[src/rtl/interrupt_control_mc_pkg.sv]
// Shared types and helpers for the multi-channel interrupt controller.
//   state_t      : dispatch FSM states
//   irq_level_t  : 2-bit priority level, 3 = highest
//   irq_num_t    : 7-bit IRQ number handed to the exception manager
//   ext_to_entry : ICT entry / IRQ number belonging to an external channel
`ifndef IRQ_NUM_INVALID_VECT
`define IRQ_NUM_INVALID_VECT 7'h7F
`endif

package interrupt_control_pkg;

  typedef enum logic [0:0] {
    S_IDLE = 1'b0,
    S_REQ  = 1'b1
  } state_t;

  typedef logic [1:0] irq_level_t;
  typedef logic [6:0] irq_num_t;

  localparam irq_num_t   IRQ_NUM_INVALID_VECT = `IRQ_NUM_INVALID_VECT;
  localparam irq_level_t IRQ_LEVEL_MAX        = 2'd3;
  localparam int         PSR_IE_BIT           = 2;

  // External channel c lives at ICT entry ext_base + c; the same value is its IRQ number.
  function automatic irq_num_t ext_to_entry(input int ext_base, input int ch);
    return irq_num_t'(ext_base + ch);
  endfunction

endpackage

[src/rtl/interrupt_control_mc_if.sv]
// Handshake between the interrupt controller and the core exception manager.
//   exception_lock     : manager busy, no new dispatch
//   exception_active   : an IRQ is offered
//   exception_irq_num  : number of the offered IRQ
//   exception_irq_fi0r : fault info (original vector of an invalid-vector IRQ)
//   exception_irq_ack  : manager accepted the offered IRQ
// master = interrupt controller, slave = exception manager.
interface interrupt_control_mc_if;
  import interrupt_control_pkg::*;

  logic        exception_lock;
  logic        exception_active;
  irq_num_t    exception_irq_num;
  logic [31:0] exception_irq_fi0r;
  logic        exception_irq_ack;

  modport master (
    input  exception_lock,
    input  exception_irq_ack,
    output exception_active,
    output exception_irq_num,
    output exception_irq_fi0r
  );

  modport slave (
    output exception_lock,
    output exception_irq_ack,
    input  exception_active,
    input  exception_irq_num,
    input  exception_irq_fi0r
  );
endinterface

[src/rtl/interrupt_control_mc_arbiter.sv]
// Combinational winner selection among eligible channels.
//   eligible  : per-channel candidate flags
//   level     : per-channel effective priority level
//   win_valid : at least one candidate
//   win_idx   : highest level wins, ties go to the lowest channel index
module interrupt_priority_arbiter
  import interrupt_control_pkg::*;
#(
  parameter  int P_CHANNELS = 8,
  localparam int IDX_W      = (P_CHANNELS > 1) ? $clog2(P_CHANNELS) : 1
) (
  input  logic [P_CHANNELS-1:0] eligible,
  input  irq_level_t            level [P_CHANNELS],
  output logic                  win_valid,
  output logic [IDX_W-1:0]      win_idx
);

  irq_level_t best_s;
  logic       take_s;

  // Scan from the top index down; '>=' lets a lower index take over on equal level.
  always_comb begin
    win_valid = 1'b0;
    win_idx   = '0;
    best_s    = 2'd0;
    take_s    = 1'b0;
    for (int c = P_CHANNELS - 1; c >= 0; c--) begin
      take_s    = eligible[c] && (!win_valid || (level[c] >= best_s));
      win_valid = win_valid | take_s;
      win_idx   = take_s ? IDX_W'(c) : win_idx;
      best_s    = take_s ? level[c] : best_s;
    end
  end

endmodule

[src/rtl/interrupt_control_mc.sv]
// Multi-channel interrupt controller: pending bits, ICT gating, arbitration and
// request/ack dispatch to the exception manager.
//   iCLOCK / iRESET / iRESET_SYNC : clock, async reset, synchronous clear
//   iICT_*                        : ICT write port (valid, mask, level per entry)
//   iSYSREGINFO_PSR               : PSR, bit 2 is the global interrupt enable
//   iIRQ_THRESHOLD                : minimum level of a normal IRQ
//   iSWI_VALID / iSWI_NUM         : software interrupt request
//   iEXT_REQ / oEXT_ACK           : external level requests and 1-cycle acks
//   exc                           : exception manager handshake (master side)
module interrupt_control_mc
  import interrupt_control_pkg::*;
#(
  parameter  int P_CHANNELS    = 8,
  parameter  int P_ICT_ENTRIES = 64,
  parameter  int P_EXT_BASE    = 4,
  localparam int ENTRY_W       = (P_ICT_ENTRIES > 1) ? $clog2(P_ICT_ENTRIES) : 1,
  localparam int IDX_W         = (P_CHANNELS > 1) ? $clog2(P_CHANNELS) : 1
) (
  input  logic                  iCLOCK,
  input  logic                  iRESET,
  input  logic                  iRESET_SYNC,
  input  logic                  iICT_VALID,
  input  logic [ENTRY_W-1:0]    iICT_ENTRY,
  input  logic                  iICT_CONF_MASK,
  input  logic                  iICT_CONF_VALID,
  input  irq_level_t            iICT_CONF_LEVEL,
  input  logic [31:0]           iSYSREGINFO_PSR,
  input  irq_level_t            iIRQ_THRESHOLD,
  input  logic                  iSWI_VALID,
  input  irq_num_t              iSWI_NUM,
  input  logic [P_CHANNELS-1:0] iEXT_REQ,
  output logic [P_CHANNELS-1:0] oEXT_ACK,
  interrupt_control_mc_if.master exc
);

  state_t                          state_r;
  logic [P_CHANNELS-1:0]           pend_r;
  logic                            swi_latched_r;
  irq_num_t                        swi_num_r;
  logic [P_CHANNELS-1:0]           ict_valid_r;
  logic [P_CHANNELS-1:0]           ict_mask_r;
  irq_level_t [P_CHANNELS-1:0]     ict_level_r;
  logic [P_CHANNELS-1:0]           ext_ack_r;
  logic                            active_r;
  irq_num_t                        irq_num_r;
  logic [31:0]                     irq_fi0r_r;

  logic [P_CHANNELS-1:0]           ict_hit_s;
  logic [P_CHANNELS-1:0]           normal_s;
  logic [P_CHANNELS-1:0]           invalid_s;
  logic [P_CHANNELS-1:0]           eligible_s;
  logic [P_CHANNELS-1:0]           clr_mask_s;
  irq_level_t                      eff_level_s [P_CHANNELS];
  irq_num_t                        chan_num_s  [P_CHANNELS];
  logic                            win_valid_s;
  logic [IDX_W-1:0]                win_idx_s;
  logic                            dispatch_en_s;
  logic                            disp_swi_s;
  logic                            disp_ext_s;
  irq_num_t                        disp_num_s;
  logic [31:0]                     disp_fi0r_s;
  logic                            unused_psr_s;

  assign unused_psr_s = ^{iSYSREGINFO_PSR[31:PSR_IE_BIT+1], iSYSREGINFO_PSR[PSR_IE_BIT-1:0]};

  // Only the entries backing external channels are stored; other indices have no effect.
  for (genvar c = 0; c < P_CHANNELS; c++) begin : g_chan
    localparam int ENTRY = P_EXT_BASE + c;
    assign ict_hit_s[c]   = iICT_VALID && (iICT_ENTRY == ENTRY_W'(ENTRY));
    assign chan_num_s[c]  = ext_to_entry(P_EXT_BASE, c);
    assign normal_s[c]    = pend_r[c] & ict_valid_r[c] & ict_mask_r[c]
                            & (ict_level_r[c] >= iIRQ_THRESHOLD);
    // An entry without a handler still competes, as an invalid-vector IRQ at top level.
    assign invalid_s[c]   = pend_r[c] & ~ict_valid_r[c];
    assign eff_level_s[c] = ict_valid_r[c] ? ict_level_r[c] : IRQ_LEVEL_MAX;
  end

  assign eligible_s = normal_s | invalid_s;

  interrupt_priority_arbiter #(
    .P_CHANNELS (P_CHANNELS)
  ) u_arbiter (
    .eligible  (eligible_s),
    .level     (eff_level_s),
    .win_valid (win_valid_s),
    .win_idx   (win_idx_s)
  );

  // A cycle that sees an ack never dispatches, which forces one idle cycle between IRQs.
  assign dispatch_en_s = iSYSREGINFO_PSR[PSR_IE_BIT] & ~exc.exception_lock
                         & ~exc.exception_irq_ack & (state_r == S_IDLE);

  // Pick SWI or external winner and form the number/fault info to latch.
  always_comb begin
    disp_swi_s  = dispatch_en_s & swi_latched_r;
    disp_ext_s  = dispatch_en_s & ~swi_latched_r & win_valid_s;
    clr_mask_s  = '0;
    disp_num_s  = swi_num_r;
    disp_fi0r_s = 32'd0;
    if (disp_ext_s) begin
      clr_mask_s[win_idx_s] = 1'b1;
      if (invalid_s[win_idx_s]) begin
        disp_num_s  = IRQ_NUM_INVALID_VECT;
        disp_fi0r_s = {25'd0, chan_num_s[win_idx_s]};
      end else begin
        disp_num_s  = chan_num_s[win_idx_s];
      end
    end else begin
      clr_mask_s  = '0;
    end
  end

  // ICT storage; arbitration always sees the values from before a same-cycle write.
  always_ff @(posedge iCLOCK or posedge iRESET) begin
    if (iRESET) begin
      ict_valid_r <= '0;
      ict_mask_r  <= '0;
      ict_level_r <= '0;
    end else if (iRESET_SYNC) begin
      ict_valid_r <= '0;
      ict_mask_r  <= '0;
      ict_level_r <= '0;
    end else begin
      for (int c = 0; c < P_CHANNELS; c++) begin
        if (ict_hit_s[c]) begin
          ict_valid_r[c] <= iICT_CONF_VALID;
          ict_mask_r[c]  <= iICT_CONF_MASK;
          ict_level_r[c] <= iICT_CONF_LEVEL;
        end
      end
    end
  end

  // Pending bits and SWI latch; clearing on dispatch wins over a request still high.
  always_ff @(posedge iCLOCK or posedge iRESET) begin
    if (iRESET) begin
      pend_r        <= '0;
      swi_latched_r <= 1'b0;
      swi_num_r     <= 7'd0;
    end else if (iRESET_SYNC) begin
      pend_r        <= '0;
      swi_latched_r <= 1'b0;
      swi_num_r     <= 7'd0;
    end else begin
      pend_r <= (pend_r | iEXT_REQ) & ~clr_mask_s;
      if (disp_swi_s) begin
        swi_latched_r <= 1'b0;
      end else if (iSWI_VALID && !swi_latched_r) begin
        swi_latched_r <= 1'b1;
        swi_num_r     <= iSWI_NUM;
      end
    end
  end

  // Dispatch FSM with registered handshake outputs and channel ack pulse.
  always_ff @(posedge iCLOCK or posedge iRESET) begin
    if (iRESET) begin
      state_r    <= S_IDLE;
      active_r   <= 1'b0;
      irq_num_r  <= 7'd0;
      irq_fi0r_r <= 32'd0;
      ext_ack_r  <= '0;
    end else if (iRESET_SYNC) begin
      state_r    <= S_IDLE;
      active_r   <= 1'b0;
      irq_num_r  <= 7'd0;
      irq_fi0r_r <= 32'd0;
      ext_ack_r  <= '0;
    end else begin
      ext_ack_r <= clr_mask_s;
      case (state_r)
        S_IDLE: begin
          if (disp_swi_s || disp_ext_s) begin
            state_r    <= S_REQ;
            active_r   <= 1'b1;
            irq_num_r  <= disp_num_s;
            irq_fi0r_r <= disp_fi0r_s;
          end
        end
        S_REQ: begin
          if (exc.exception_irq_ack) begin
            state_r  <= S_IDLE;
            active_r <= 1'b0;
          end
        end
        default: begin
          state_r  <= S_IDLE;
          active_r <= 1'b0;
        end
      endcase
    end
  end

  assign oEXT_ACK               = ext_ack_r;
  // ACTIVE falls in the very cycle the manager acks.
  assign exc.exception_active   = active_r & ~exc.exception_irq_ack;
  assign exc.exception_irq_num  = irq_num_r;
  assign exc.exception_irq_fi0r = irq_fi0r_r;

endmodule
[src/flat_wrapper.sv]
// flat-port wrapper written by rule: the top's interface ports become plain ports
module interrupt_control_mc_flat import interrupt_control_pkg::*;
#(
  parameter  int P_CHANNELS    = 8,
  parameter  int P_ICT_ENTRIES = 64,
  parameter  int P_EXT_BASE    = 4,
  localparam int ENTRY_W       = (P_ICT_ENTRIES > 1) ? $clog2(P_ICT_ENTRIES) : 1,
  localparam int IDX_W         = (P_CHANNELS > 1) ? $clog2(P_CHANNELS) : 1
)
  (iCLOCK, iRESET, iRESET_SYNC, iICT_VALID, iICT_ENTRY, iICT_CONF_MASK, iICT_CONF_VALID, iICT_CONF_LEVEL, iSYSREGINFO_PSR, iIRQ_THRESHOLD, iSWI_VALID, iSWI_NUM, iEXT_REQ, oEXT_ACK, exc_exception_lock, exc_exception_irq_ack, exc_exception_active, exc_exception_irq_num, exc_exception_irq_fi0r);
  interrupt_control_mc_if exc_i ();
  input  logic iCLOCK;
  input  logic iRESET;
  input  logic iRESET_SYNC;
  input  logic iICT_VALID;
  input  logic [ENTRY_W-1:0] iICT_ENTRY;
  input  logic iICT_CONF_MASK;
  input  logic iICT_CONF_VALID;
  input  irq_level_t iICT_CONF_LEVEL;
  input  logic [31:0] iSYSREGINFO_PSR;
  input  irq_level_t iIRQ_THRESHOLD;
  input  logic iSWI_VALID;
  input  irq_num_t iSWI_NUM;
  input  logic [P_CHANNELS-1:0] iEXT_REQ;
  output logic [P_CHANNELS-1:0] oEXT_ACK;
  input wire logic [$bits(exc_i.exception_lock)-1:0] exc_exception_lock;
  input wire logic [$bits(exc_i.exception_irq_ack)-1:0] exc_exception_irq_ack;
  output wire logic [$bits(exc_i.exception_active)-1:0] exc_exception_active;
  output wire logic [$bits(exc_i.exception_irq_num)-1:0] exc_exception_irq_num;
  output wire logic [$bits(exc_i.exception_irq_fi0r)-1:0] exc_exception_irq_fi0r;
  assign exc_i.exception_lock = exc_exception_lock;
  assign exc_i.exception_irq_ack = exc_exception_irq_ack;
  assign exc_exception_active = exc_i.exception_active;
  assign exc_exception_irq_num = exc_i.exception_irq_num;
  assign exc_exception_irq_fi0r = exc_i.exception_irq_fi0r;
  interrupt_control_mc #(.P_CHANNELS(P_CHANNELS), .P_ICT_ENTRIES(P_ICT_ENTRIES), .P_EXT_BASE(P_EXT_BASE)) u_core (.iCLOCK(iCLOCK), .iRESET(iRESET), .iRESET_SYNC(iRESET_SYNC), .iICT_VALID(iICT_VALID), .iICT_ENTRY(iICT_ENTRY), .iICT_CONF_MASK(iICT_CONF_MASK), .iICT_CONF_VALID(iICT_CONF_VALID), .iICT_CONF_LEVEL(iICT_CONF_LEVEL), .iSYSREGINFO_PSR(iSYSREGINFO_PSR), .iIRQ_THRESHOLD(iIRQ_THRESHOLD), .iSWI_VALID(iSWI_VALID), .iSWI_NUM(iSWI_NUM), .iEXT_REQ(iEXT_REQ), .oEXT_ACK(oEXT_ACK), .exc(exc_i));
endmodule
[config.mk]
export PLATFORM = sky130hd
export DESIGN_NAME = interrupt_control_mc_flat
export DESIGN_NICKNAME = d
export VERILOG_FILES = /design/src/rtl/interrupt_control_mc_pkg.sv /design/src/rtl/interrupt_control_mc_if.sv /design/src/rtl/interrupt_control_mc_arbiter.sv /design/src/rtl/interrupt_control_mc.sv /design/src/flat_wrapper.sv
export SDC_FILE = /design/constraint.sdc
export NUM_CORES = 1
export LEC_CHECK = 0
export ABC_AREA = 1
export BUFFER_PORTS_ARGS = -buffer_cell sky130_fd_sc_hd__buf_2
export CAP_MARGIN = 20
export CORE_MARGIN = 2
export CORE_UTILIZATION = 45
export CTS_CLUSTER_DIAMETER = 100
export DETAILED_ROUTE_END_ITERATION = 8
export PLACE_DENSITY = 0.72
export SYNTH_ARGS = -nofsm -noshare
export SYNTH_HDL_FRONTEND = slang
export SYNTH_SLANG_ARGS = --single-unit
[constraint.sdc]
create_clock -name iCLOCK -period 7.5 [get_ports iCLOCK]
set_input_delay 0.375 -clock iCLOCK [delete_from_list [all_inputs] [get_ports iCLOCK]]
set_output_delay 0.375 -clock iCLOCK [all_outputs]
set_load 0.05 [all_outputs]
==> Implementation_results.wiki, run 1 <==
{| class="wikitable"
! Metric !! Value
|-
| Part of the cycle the worst path needs || 104%
|-
| CTS tree || yes
|-
| Placement Rows || 36
|-
| Mux share of post-synthesis cell area || less than 1%
|-
| Crit path launch type || flop
|-
| Proportion of synthesized chip area in sequential cells || about two fifths
|-
| Worst slack at placement || -0.485 ns
|-
| Violations in the final reports || negative setup slack
|-
| Final Cell Area || 5540 um^2
|-
| Synth Area in XOR/XNOR || 0%
|-
| Power Dens Cells || 213 nW/um^2
|-
| Vias/cell || 4.95
|-
| Top-area cell type share of the netlist area || ~39%
|-
| Number of maximum-capacitance constraint violations || 0
|-
| Maximum cell stage delay along the critical path || 0.42 ns
|-
| Result of the run || finished with violations
|-
| Class of the most critical hold timing path || primary input to flop
|-
| Maximum number of pins on one net before global-route repair || 70
|-
| Slowest cell on the critical path || sky130_fd_sc_hd__dfrtp_1
|-
| Number of port buffers || 54
|-
| Root buffer cell || sky130_fd_sc_hd__clkbuf_8
|-
| Most used flip-flop cell after synthesis || sky130_fd_sc_hd__dfrtp_1
|-
| Most frequent cell on the critical path || sky130_fd_sc_hd__nand2_2
|-
| Count of yosys warnings during synthesis || 0
|-
| Total standard cell area after synthesis || 4400 um^2
|-
| Clock sinks || just under 70
|-
| Critical Path RT || just under 8 ns
|-
| Total setup violations reported at the end of the flow || 27
|-
| First-pass GRT wire length || between 15000 and 20000 um
|-
| Area of the core region || approximately 9600 um^2
|-
| Final estimated routing congestion in global placement || 0.883
|-
| Depth of the most critical reg-to-reg path || slightly below 70
|-
| CTS max path bufs || 2
|-
| Worst rel slew slack || between 40% and 50%
|-
| HPWL Detailed || around 8000 um
|-
| Start point of the worst hold path || iSWI_NUM[5]
|-
| Lkg Pwr || between 2 and 3 nW
|-
| WL/cell || between 10 and 15 um
|-
| Clock buffers created by TritonCTS || 9
|-
| Most numerous cell in the Yosys netlist || sky130_fd_sc_hd__nand2_1
|-
| Die Height || 103 um
|-
| CTS H-tree lvls || 3
|-
| Wire length after detailed routing || 11400 um
|-
| Number of remaining DRC errors || 0
|-
| Share of layout cells above drive strength 1 || about 31%
|-
| Count of flip-flops with a built-in enable after synthesis || 0
|-
| Reg2Reg Launch Point || u_core.ict_level_r[15]$_DFFE_PP0P_
|-
| Via count of the first global-routing pass || about 3800
|-
| Antenna fix cells || 0
|-
| Synthesis-to-finish area growth || 26.0%
|-
| 1st-iter DRT viols || around 210
|-
| List of most frequent post-synthesis cells || sky130_fd_sc_hd__nand2_1, sky130_fd_sc_hd__inv_1, sky130_fd_sc_hd__dfrtp_1
|-
| Arrival time of data at the critical path endpoint || between 8 and 9 ns
|-
| Die outline width || slightly above 100 um
|-
| GRT Residual Overflow || 0
|-
| Net count, final || slightly below 800
|-
| Async S/R FF share, synth || 100%
|-
| Start-to-end type of the worst setup path || flop to flop
|-
| Final Max Tran Viols || 0
|-
| Worst-path fanout max || 7
|-
| FMAX || approximately 130 MHz
|-
| Area post-placement || 4940 um^2
|-
| First-pass iteration count of the detailed router || 5
|-
| Maximum vdd drop || between 0.0001 and 0.00015 V
|-
| Endpoint, Worst Hold || u_core.swi_num_r[5]$_DFFE_PP0P_
|-
| Share of synthesized cell area in full adder, half adder and majority cells || 8.54%
|-
| Complex-gate fraction of the synthesized area || between 10% and 20%
|-
| Cell variety after synth || 34
|-
| Post-route clock skew || 0.0109 ns
|-
| Clock slew at reported path FFs || 0.08 ns
|-
| Hold Slack || ~0.27 ns
|-
| Biggest area contributors in the synthesized netlist || sky130_fd_sc_hd__dfrtp_1, sky130_fd_sc_hd__nand2_1, sky130_fd_sc_hd__ha_1, sky130_fd_sc_hd__inv_1, sky130_fd_sc_hd__o21ai_0
|-
| Post-route setup slack || -0.270 ns
|-
| Slew at the pin with the worst max-slew slack || between 0.8 and 0.9 ns
|-
| Terminus of the critical flop-to-flop path || u_core.exc.exception_irq_num[1]$_DFFE_PP0P_
|-
| Cell type with the largest total area after synthesis || sky130_fd_sc_hd__dfrtp_1
|-
| Initial standard-cell utilization of the core || around 46%
|-
| Average cell area after synthesis || 7.61 um^2
|-
| Final number of hold-violating endpoints || 0
|-
| Synthesized flop and latch total || 69
|-
| Total die area || roughly 11000 um^2
|-
| Largest family of logic cells by synthesized area || simple AND/OR/NAND/NOR gates
|-
| Synthesized-area fraction occupied by and/or/nand/nor cells || between 20% and 30%
|-
| Filler Cell Count || ~880
|-
| GRT Overall Usage || a little over a fifth
|-
| Detailed-route via count || about 4100
|-
| Crit path capture type || flop
|-
| Residual antenna-violating net count after detailed routing || 0
|-
| WP buf/inv || 10
|-
| Clock insertion delay at the later pin of the skew report || 0.35 ns
|-
| Kind of cell adding the most delay to the critical path || simple AND/OR/NAND/NOR gates
|-
| Number of placed I/O pins || 114
|-
| Number of stages on the worst hold path || 3
|-
| Register-to-register path setup slack || -0.27 ns
|-
| Final critical path time including I/O delays and setup || 7.77 ns
|-
| Gate Count Post-Synth || slightly below 600
|-
| Initial antenna violation count || 0
|-
| Unrepaired setup endpoints after global routing || true
|}
-- worst min-delay path, stage by stage --
cell and delay [ns]:
sky130_fd_sc_hd__buf_2 0.07, sky130_fd_sc_hd__nand3_1 0.06, sky130_fd_sc_hd__o21ai_0 0.07
-- how the worst max path moves through the flow --
stage / startpoint / to / slack (ns) / cells past startpoint
after CTS: u_core.ict_level_r[15]$_DFFE_PP0P_ / u_core.exc.exception_irq_num[1]$_DFFE_PP0P_ / 0.002 / 68
after floorplan: iIRQ_THRESHOLD[1] / u_core.exc.exception_irq_num[4]$_DFFE_PP0P_ / 0.13 / 71
after global placement: iIRQ_THRESHOLD[1] / u_core.exc.exception_irq_num[1]$_DFFE_PP0P_ / -0.31 / 72
after global routing: u_core.ict_level_r[15]$_DFFE_PP0P_ / u_core.exc.exception_irq_num[1]$_DFFE_PP0P_ / -0.73 / 68
after detailed placement: iIRQ_THRESHOLD[1] / u_core.exc.exception_irq_num[1]$_DFFE_PP0P_ / -0.48 / 72
final: u_core.ict_level_r[15]$_DFFE_PP0P_ / u_core.exc.exception_irq_num[1]$_DFFE_PP0P_ / -0.27 / 68
-- layer usage --
metal	wire length, um	track usage (%)	vias up
li1	-	-	2002
met1	4980	28.8	1918
met2	5610	35.8	112
met3	577	3.86	21
met4	211	6.88	0
met5	0	0	-
-- kinds of logic after synthesis --
kind of cell,after synthesis
and+or+nand+nor,237
adders and majority gates,30
DFF,69
other,1
muxes,1
AOI/OAI and AO/OA,105
buffers and inverters,135
-- cells in the final DEF (no fill, tap or decap), types with 6 or more instances in the layout --
cell,count
sky130_fd_sc_hd__nor3_1,12
sky130_fd_sc_hd__o21ai_0,50
sky130_fd_sc_hd__nor2_1,15
sky130_fd_sc_hd__dfrtp_1,69
sky130_fd_sc_hd__inv_1,84
sky130_fd_sc_hd__nand2_4,16
sky130_fd_sc_hd__conb_1,28
sky130_fd_sc_hd__nand2_2,25
sky130_fd_sc_hd__nand2_1,118
sky130_fd_sc_hd__a21oi_1,14
sky130_fd_sc_hd__inv_2,12
sky130_fd_sc_hd__ha_1,27
sky130_fd_sc_hd__buf_2,55
sky130_fd_sc_hd__o21ai_1,14
sky130_fd_sc_hd__nand3_2,6
sky130_fd_sc_hd__buf_4,42
sky130_fd_sc_hd__clkbuf_8,10
sky130_fd_sc_hd__a21oi_2,12
sky130_fd_sc_hd__nand3_1,26
sky130_fd_sc_hd__o21ai_2,6
-- sequential cells by signal (all words and copies together) (netlist names) --
signal and flops:
u_core.swi_latched_r 1, u_core.swi_num_r 7, u_core.exc.exception_irq_fi0r 4, u_core.oEXT_ACK 8, u_core.ict_mask_r 8, u_core.ict_level_r 16
u_core.exc.exception_irq_num 7, u_core.active_r 1, u_core.state_r 1, u_core.pend_r 8, u_core.ict_valid_r 8
-- power by group --
group          switching [mW]  internal, mW
Combinational           0.288         0.171
Sequential             0.0139         0.393
Clock                   0.150         0.163
Total                   0.452         0.728
-- final cells by class --
| cell class | count | area [um^2] | area share, % |
|---|---|---|---|
| inverters | 100 | 377 | 6.80 |
| repair buffers | 100 | 637 | 11.5 |
| flip-flops and latches | 69 | 1730 | 31.2 |
| multi-input cells | 401 | 2430 | 43.9 |
| well taps | 133 | 166 | 3.00 |
| clock inverters | 5 | 60.1 | 1.08 |
| clock buffers | 11 | 141 | 2.55 |
-- through the flow --
stage | setup TNS [ns] | total power, mW | instances | utilization [%]
finish | -3.66 | 1.18 | 819 | 57.5
global route | -16.27 | 1.25 | 819 | 57.5
CTS | 0 | 1.11 | 807 | 54.0
detailed placement | -9.75 | 0.783 | 789 | 51.2
global placement | -5.20 | 0.773 | 789 | 51.2
floorplan | 0 | 0.679 | 605 | -
-- timing repair --
action / in CTS / in global routing
endpoints found under the setup margin: 27 / 27
hold buffers: 0 / 0
pin swaps: 3 / 53
buffers inserted: 2 / 9
resized for setup: 14 / 55
Power figures use the tool's default switching activity.
==> inputs of run 2 (changes only) <==
- PLACE_DENSITY: 0.72 -> unset
- PLACE_DENSITY_LB_ADDON: unset -> 0.1
- clock period: 7.5 -> 7.19 ns (I/O delays scaled with it)
==> run 2 against run 1 <==
Against the previous run:
- the flow still finishes with violations (negative setup slack)
- global-route usage grew 1.7 points
- clock power grew 27%
- flip-flop and latch count is the same
- critical path depth grew 3
- core utilization grew 2.9 points
- sequential power grew 4%
==> Implementation_results.wiki, run 2 (same netlist as run 1, synthesis figures left out) <==
{| class="wikitable"
! Metric !! Value
|-
| Crit path capture type || flop
|-
| Residual antenna-violating net count after detailed routing || 0 (unchanged)
|-
| Worst rel slew slack || 42.4% (+0.79 points)
|-
| Most frequent cell on the critical path || sky130_fd_sc_hd__nand2_2
|-
| Clock sinks || 69 (unchanged)
|-
| Design internal power || 0.864 mW (+19%)
|-
| Start-to-end type of the worst setup path || flop to flop
|-
| Maximum vdd drop || 0.000122 V (+22%)
|-
| Final estimated routing congestion in global placement || 0.819 (-7.2%)
|-
| Area post-placement || 5030 um^2 (+1.9%)
|-
| Critical Path RT || 7.45 ns (-0.29 ns)
|-
| Sequential group share of total power || 31.3% (-3.2 points)
|-
| Synthesis-to-finish area growth || 32.3%
|-
| GRT Residual Overflow || 0 (unchanged)
|-
| Violations in the final reports || negative setup slack
|-
| Crit path launch type || flop
|-
| Final critical path time including I/O delays and setup || 7.55 ns (-0.216 ns)
|-
| Post-route clock skew || 0.0107 ns (-0.000211 ns)
|-
| Register-to-register path setup slack || -0.36 ns (-0.09 ns)
|-
| Worst slack at placement || -0.531 ns (-0.0456 ns)
|-
| Final-layout setup total negative slack || -6.36 ns (-2.70 ns)
|-
| Detailed-route via count || 4057 (+0.099%)
|-
| Reg2Reg Launch Point || u_core.ict_level_r[14]$_DFFE_PP0P_
|-
| Filler Cell Count || 878 (-0.34%)
|-
| CTS tree || yes
|-
| Number of maximum-capacitance constraint violations || 0 (unchanged)
|-
| Unrepaired setup endpoints after global routing || true
|-
| Lkg Pwr || 3.13 nW (+4.9%)
|-
| Share of layout cells above drive strength 1 || 35.8% (+4.6 points)
|-
| Die Height || 103 um (unchanged)
|-
| Count of placed standard cells in the final layout, fillers left out || 850 (+3.8%)
|-
| Power Dens Cells || 233 nW/um^2 (+9.3%)
|-
| FMAX || 132 MHz (+2.9%)
|-
| Class of the most critical hold timing path || primary input to flop
|-
| Switching pwr || 0.492 mW (+8.8%)
|-
| Wire length after detailed routing || 11700 um (+2.5%)
|-
| Post-route setup slack || -0.364 ns (-0.0937 ns)
|-
| GRT Overall Usage || 23.2% (+1.7 points)
|-
| Terminus of the critical flop-to-flop path || u_core.exc.exception_irq_num[4]$_DFFE_PP0P_
|-
| Critical Path Start || u_core.ict_level_r[14]$_DFFE_PP0P_
|-
| Depth of the most critical reg-to-reg path || 71 (+4.4%)
|-
| Flip-flop count of the largest register after layout || 16 (unchanged)
|-
| Placement Rows || 36 (unchanged)
|-
| Total setup violations reported at the end of the flow || 27 (unchanged)
|-
| Post-route total power || 1.36 mW (+15%)
|-
| Total die area || 10600 um^2 (unchanged)
|-
| Commonest non-fill, non-tap cell in the layout || sky130_fd_sc_hd__nand2_1
|-
| Slowest cell on the critical path || sky130_fd_sc_hd__dfrtp_1
|-
| Result of the run || finished with violations
|-
| Final number of hold-violating endpoints || 0 (unchanged)
|-
| Number of remaining DRC errors || 0 (unchanged)
|-
| Comb pwr share || 39.5% (+0.6 points)
|-
| Part of the cycle the worst path needs || 105% (+1.5 points)
|-
| Antenna fix cells || 0 (unchanged)
|-
| 1st-iter DRT viols || 185 (-12%)
|-
| Post-layout util || 60.4% (+2.9 points)
|-
| Clock slew at reported path FFs || 0.08 ns (about the same)
|-
| Reg with most FFs || u_core.ict_level_r
|-
| Initial antenna violation count || 0 (unchanged)
|-
| HPWL Detailed || 8260 um (+3.0%)
|-
| Vias/cell || 4.77 (-3.6%)
|-
| CTS H-tree lvls || 3 (unchanged)
|-
| Maximum number of pins on one net before global-route repair || 70 (unchanged)
|-
| CP Capture Point || u_core.exc.exception_irq_num[4]$_DFFE_PP0P_
|-
| Switching share of total power || 36.3% (-2.0 points)
|-
| Commonest cells after routing, fill and taps aside || sky130_fd_sc_hd__nand2_1, sky130_fd_sc_hd__inv_1, sky130_fd_sc_hd__buf_4, sky130_fd_sc_hd__dfrtp_1, sky130_fd_sc_hd__buf_2
|-
| First-pass iteration count of the detailed router || 4 (-1)
|-
| Hold Slack || 0.227 ns (-0.0400 ns)
|-
| CTS max path bufs || 2 (unchanged)
|-
| Final Cell Area || 5820 um^2 (+5.0%)
|-
| Clock buffers created by TritonCTS || 9 (unchanged)
|-
| Number of placed I/O pins || 114 (unchanged)
|-
| Maximum cell stage delay along the critical path || 0.40 ns (-0.02 ns)
|-
| Cell count after placement || 794 (+0.63%)
|-
| Number of port buffers || 54 (unchanged)
|-
| Worst-path fanout max || 7 (unchanged)
|-
| Clock network fraction of design power || 29.2% (+2.7 points)
|-
| Clock insertion delay at the later pin of the skew report || 0.36 ns (about the same)
|-
| Arrival time of data at the critical path endpoint || 7.81 ns (-0.20 ns)
|-
| Slew at the pin with the worst max-slew slack || 0.865 ns (-0.0118 ns)
|-
| Die outline width || 103 um (unchanged)
|-
| Via count of the first global-routing pass || 3874 (+1.7%)
|-
| WL/cell || 13.7 um (-1.2%)
|-
| Root buffer cell || sky130_fd_sc_hd__clkbuf_8
|-
| Cts-stage hold buffer count || 0 (unchanged)
|-
| First-pass GRT wire length || 18500 um (+6.3%)
|-
| Area of the core region || 9640 um^2 (unchanged)
|-
| Initial standard-cell utilization of the core || 45.6% (unchanged)
|-
| Final Max Tran Viols || 0 (unchanged)
|-
| Net count, final || 808 (+4.0%)
|}
-- run 2: cell types whose count changed in the layout (fill, tap and decap cells not counted), sizes merged --
cell,before,now
clkbuf,12,9
bufinv,1,3
buf,99,131
-- run 2: worst min path at each step --
stage / start / end / slack [ns] / cells after the start
2_1_floorplan: u_core.ict_valid_r[0]$_DFFE_PP0P_ / u_core.ict_valid_r[0]$_DFFE_PP0P_ / 0.45 / 2
4_1_cts: iSWI_NUM[2] / u_core.swi_num_r[2]$_DFFE_PP0P_ / 0.21 / 3
5_1_grt: iSWI_NUM[4] / u_core.swi_num_r[4]$_DFFE_PP0P_ / 0.24 / 3
3_5_place_dp: u_core.exc.exception_irq_num[5]$_DFFE_PP0P_ / u_core.exc.exception_irq_num[5]$_DFFE_PP0P_ / 0.46 / 2
3_3_place_gp: u_core.exc.exception_irq_num[1]$_DFFE_PP0P_ / u_core.exc.exception_irq_num[1]$_DFFE_PP0P_ / 0.46 / 2
6_report: iSWI_NUM[2] / u_core.swi_num_r[2]$_DFFE_PP0P_ / 0.23 / 3
-- run 2: repair_timing --
item,in CTS,in global routing
setup endpoints to repair,27,27
buffers inserted,28,11
gates resized for setup,34,30
pin swaps,23,53
-- run 2: cell type report --
class                           count  area (um^2)  share of cell area (%)
Clock inverter                      7          121                    2.09
Inverter                          100          380                    6.54
Clock buffer                        9          124                    2.13
Tap cell                          133          166                    2.86
Sequential cell                    69         1730                    29.7
Multi-Input combinational cell    401         2450                    42.1
Timing Repair Buffer              131          851                    14.6
-- run 2: metal layers --
metal | track usage [%] | share of wire, %
met1 | 31.2 | 45
met2 | 35.9 | 47
met3 | 5.63 | 5.9
met4 | 10.1 | 2.5
met5 | 0 | 0
-- run 2: critical path, delay by kind of cell, from the launching register on --
family / cells / cell delay, ns
AND/OR/NAND/NOR: 40 / 3.17
adder cells (fa/ha/maj): 8 / 1.92
AO/OA/AOI/OAI: 13 / 1.37
buffers and inverters: 10 / 0.60
flip-flops: 1 / 0.40
-- run 2: power groups by stage --
stage / clock network [mW] / logic [mW] / registers, mW
floorplan: 0 / 0.286 / 0.437
global placement: 0 / 0.401 / 0.431
detailed placement: 0 / 0.409 / 0.432
CTS: 0.404 / 0.484 / 0.424
global route: 0.420 / 0.591 / 0.427
finish: 0.396 / 0.536 / 0.424
==> inputs of run 3 (changes only) <==
- CTS_BUF_LIST: unset -> sky130_fd_sc_hd__clkbuf_2
- clock period: 7.19 -> 8.9 ns (I/O delays scaled with it)
==> run 3 against run 2 <==
Against the previous run:
- the run now ends clean
- via count shrank 7.7%
- worst hold slack lost 0.091 ns
- count of clock-buffer cells in the layout grew 1
- worst setup slack gained 1.2 ns
- final cell count shrank 8.4%
- global-route usage shrank 1.4 points
- routed wire length shrank 8.6%
- non-clock buffer count shrank 70
- largest cell class unchanged
==> Implementation_results.wiki, run 3 (same netlist as run 1, synthesis figures left out) <==
{| class="wikitable"
! Metric !! Value
|-
| Result of the run || complete, no violations
|-
| Critical Path RT || 9.35 ns (+1.90 ns)
|-
| Maximum cell stage delay along the critical path || 0.45 ns (+0.05 ns)
|-
| GRT Overall Usage || 21.8% (-1.4 points)
|-
| Post-route clock skew || 0.0174 ns (+0.00672 ns)
|-
| Reg with most FFs || u_core.ict_level_r
|-
| Kind of cell adding the most delay to the critical path || simple AND/OR/NAND/NOR gates
|-
| Number of placed I/O pins || 114 (unchanged)
|-
| Total setup violations reported at the end of the flow || 0 (-100%)
|-
| Slew at the pin with the worst max-slew slack || 0.877 ns (+0.0120 ns)
|-
| Number of port buffers || 54 (unchanged)
|-
| Clock insertion delay at the later pin of the skew report || 0.52 ns (+0.16 ns)
|-
| Via count of the first global-routing pass || 3551 (-8.3%)
|-
| Crit path capture type || flop
|-
| Switching share of total power || 39.2% (+2.9 points)
|-
| CTS H-tree lvls || 3 (unchanged)
|-
| Post-route total power || 0.837 mW (-38%)
|-
| Synthesis-to-finish area growth || 11.4%
|-
| Vias/cell || 4.81 (+0.75%)
|-
| Net count, final || 738 (-8.7%)
|-
| Maximum number of pins on one net before global-route repair || 70 (unchanged)
|-
| Post-CTS setup buffer count || 0 (-100%)
|-
| Filler Cell Count || 1010 (+15%)
|-
| Final Max Tran Viols || 0 (unchanged)
|-
| WL/cell || 13.7 um (-0.22%)
|-
| Worst-path fanout max || 7 (unchanged)
|-
| Flip-flop count of the largest register after layout || 16 (unchanged)
|-
| Final-layout setup total negative slack || 0 ns (+6.36 ns)
|-
| Class of the most critical hold timing path || primary input to flop
|-
| Critical Path Start || u_core.ict_level_r[15]$_DFFE_PP0P_
|-
| Residual antenna-violating net count after detailed routing || 0 (unchanged)
|-
| Detailed-route via count || 3746 (-7.7%)
|-
| Reg2Reg Launch Point || u_core.ict_level_r[15]$_DFFE_PP0P_
|-
| 1st-iter DRT viols || 151 (-18%)
|-
| Part of the cycle the worst path needs || 90.4% (-15 points)
|-
| Clock slew at reported path FFs || 0.19 ns (+0.11 ns)
|-
| Worst rel slew slack || 41.6% (-0.80 points)
|-
| Switching pwr || 0.328 mW (-33%)
|-
| Crit path launch type || flop
|-
| Design internal power || 0.509 mW (-41%)
|-
| Clock network fraction of design power || 24.7% (-4.5 points)
|-
| Clock buffers created by TritonCTS || 9 (unchanged)
|-
| Start point of the worst hold path || iSWI_NUM[0]
|-
| Power Dens Cells || 171 nW/um^2 (-27%)
|-
| Unrepaired setup endpoints after global routing || false
|-
| Maximum vdd drop || 0.0000684 V (-44%)
|-
| Die outline width || 103 um (unchanged)
|-
| CTS tree || yes
|-
| Root buffer cell || sky130_fd_sc_hd__clkbuf_2
|-
| Clock sinks || 69 (unchanged)
|-
| GRT Residual Overflow || 0 (unchanged)
|-
| FMAX || 124 MHz (-6.1%)
|-
| Antenna fix cells || 0 (unchanged)
|-
| Initial antenna violation count || 0 (unchanged)
|-
| Wire length after detailed routing || 10700 um (-8.6%)
|-
| Placement Rows || 36 (unchanged)
|-
| Commonest cells after routing, fill and taps aside || sky130_fd_sc_hd__nand2_1, sky130_fd_sc_hd__inv_1, sky130_fd_sc_hd__dfrtp_1, sky130_fd_sc_hd__buf_2, sky130_fd_sc_hd__o21ai_0
|-
| Lkg Pwr || 2.70 nW (-14%)
|-
| Comb pwr share || 34.4% (-5.1 points)
|-
| Number of remaining DRC errors || 0 (unchanged)
|-
| Share of layout cells above drive strength 1 || 19.5% (-16 points)
|-
| Slowest cell on the critical path || sky130_fd_sc_hd__dfrtp_1
|-
| Final number of hold-violating endpoints || 0 (unchanged)
|-
| First-pass GRT wire length || 17400 um (-6.1%)
|-
| Arrival time of data at the critical path endpoint || 8.49 ns (+0.68 ns)
|-
| Sequential group share of total power || 41.0% (+9.7 points)
|-
| Commonest non-fill, non-tap cell in the layout || sky130_fd_sc_hd__nand2_1
|-
| Total die area || 10600 um^2 (unchanged)
|-
| Final critical path time including I/O delays and setup || 8.05 ns (+0.492 ns)
|-
| Initial standard-cell utilization of the core || 45.6% (unchanged)
|-
| Area of the core region || 9640 um^2 (unchanged)
|-
| WP buf/inv || 9 (-1)
|-
| Start-to-end type of the worst setup path || flop to flop
|-
| HPWL Detailed || 8160 um (-1.2%)
|-
| Final estimated routing congestion in global placement || 0.833 (+1.7%)
|-
| Number of maximum-capacitance constraint violations || 0 (unchanged)
|-
| Die Height || 103 um (unchanged)
|-
| Most frequent cell on the critical path || sky130_fd_sc_hd__nand2_1
|-
| First-pass iteration count of the detailed router || 4 (unchanged)
|-
| CTS max path bufs || 2 (unchanged)
|}
[run 3: cell types whose count changed in the layout (fill, tap and decap cells not counted), moves of 9 or more]
| cell | change |
|---|---|
| sky130_fd_sc_hd__buf_4 | -68 |
| sky130_fd_sc_hd__clkbuf_2 | +11 |
| sky130_fd_sc_hd__nand2_1 | +20 |
| sky130_fd_sc_hd__nand2_2 | -17 |
| sky130_fd_sc_hd__clkbuf_8 | -9 |
[run 3: timing repair]
action                     CTS  global route
hold endpoints to repair     0             0
gates resized for setup      0             6
hold buffers                 0             0
setup endpoints to repair    0             8
[run 3: layout make-up]
type / instances / area, um^2 / area share [%]
clock buffer: 10 / 50.0 / 1.02
clock inverter: 5 / 76.3 / 1.56
inverter: 100 / 377 / 7.69
multi-input combinational: 401 / 2180 / 44.6
sequential: 69 / 1730 / 35.3
tap: 133 / 166 / 3.40
timing repair buffer: 61 / 318 / 6.49
[run 3: worst paths after layout]
kind | endpoint | slack, ns | cells after the start
min in group asynchronous | u_core.swi_num_r[5]$_DFFE_PP0P_ | 0.16 | 3
max reg2reg | u_core.exc.exception_irq_num[6]$_DFFE_PP0P_ | 0.85 | 70
max | u_core.exc.exception_irq_num[6]$_DFFE_PP0P_ | 0.85 | 70
min reg2reg | u_core.exc.exception_irq_num[3]$_DFFE_PP0P_ | 0.50 | 2
min | u_core.swi_num_r[0]$_DFFE_PP0P_ | 0.14 | 3
max in group asynchronous | u_core.ict_mask_r[4]$_DFFE_PP0P_ | 8.18 | 3
[run 3: per-stage QoR]
step	area [um^2]	setup slack, ns	hold WS, ns	util (%)	std cells
floorplan	4500	1.46	0.453	-	605
detailed placement	4740	0.451	0.462	49.2	763
global route	4900	0.0287	0.119	50.8	779
global placement	4730	0.575	0.462	49.1	762
finish	4900	0.854	0.136	50.8	779
CTS	4860	0.657	0.122	50.5	778
[run 3: power groups by stage]
stage	sequential (mW)	clock [mW]	combinational, mW
floorplan	0.353	0	0.219
global placement	0.348	0	0.273
detailed placement	0.349	0	0.279
CTS	0.343	0.210	0.281
global route	0.346	0.225	0.328
finish	0.343	0.206	0.288
[run 3: worst register-to-register path, delay by kind of cell, from the launching register on]
kind                       cells  cell delay [ns]
DFF                            1             0.45
AOI/OAI and AO/OA             13             1.60
and+or+nand+nor               40             3.27
adders and majority gates      8             2.13
buffers and inverters          9             0.50
[run 3: layer usage]
metal	global-route usage (%)	up-vias	part of all wire, %	wire length (um)
met2	35.0	70	46	4920
li1	-	1920	-	-
met4	4.96	0	1.3	140
met3	4.75	8	4.9	519
met5	0	-	0	0
met1	30.6	1748	48	5090
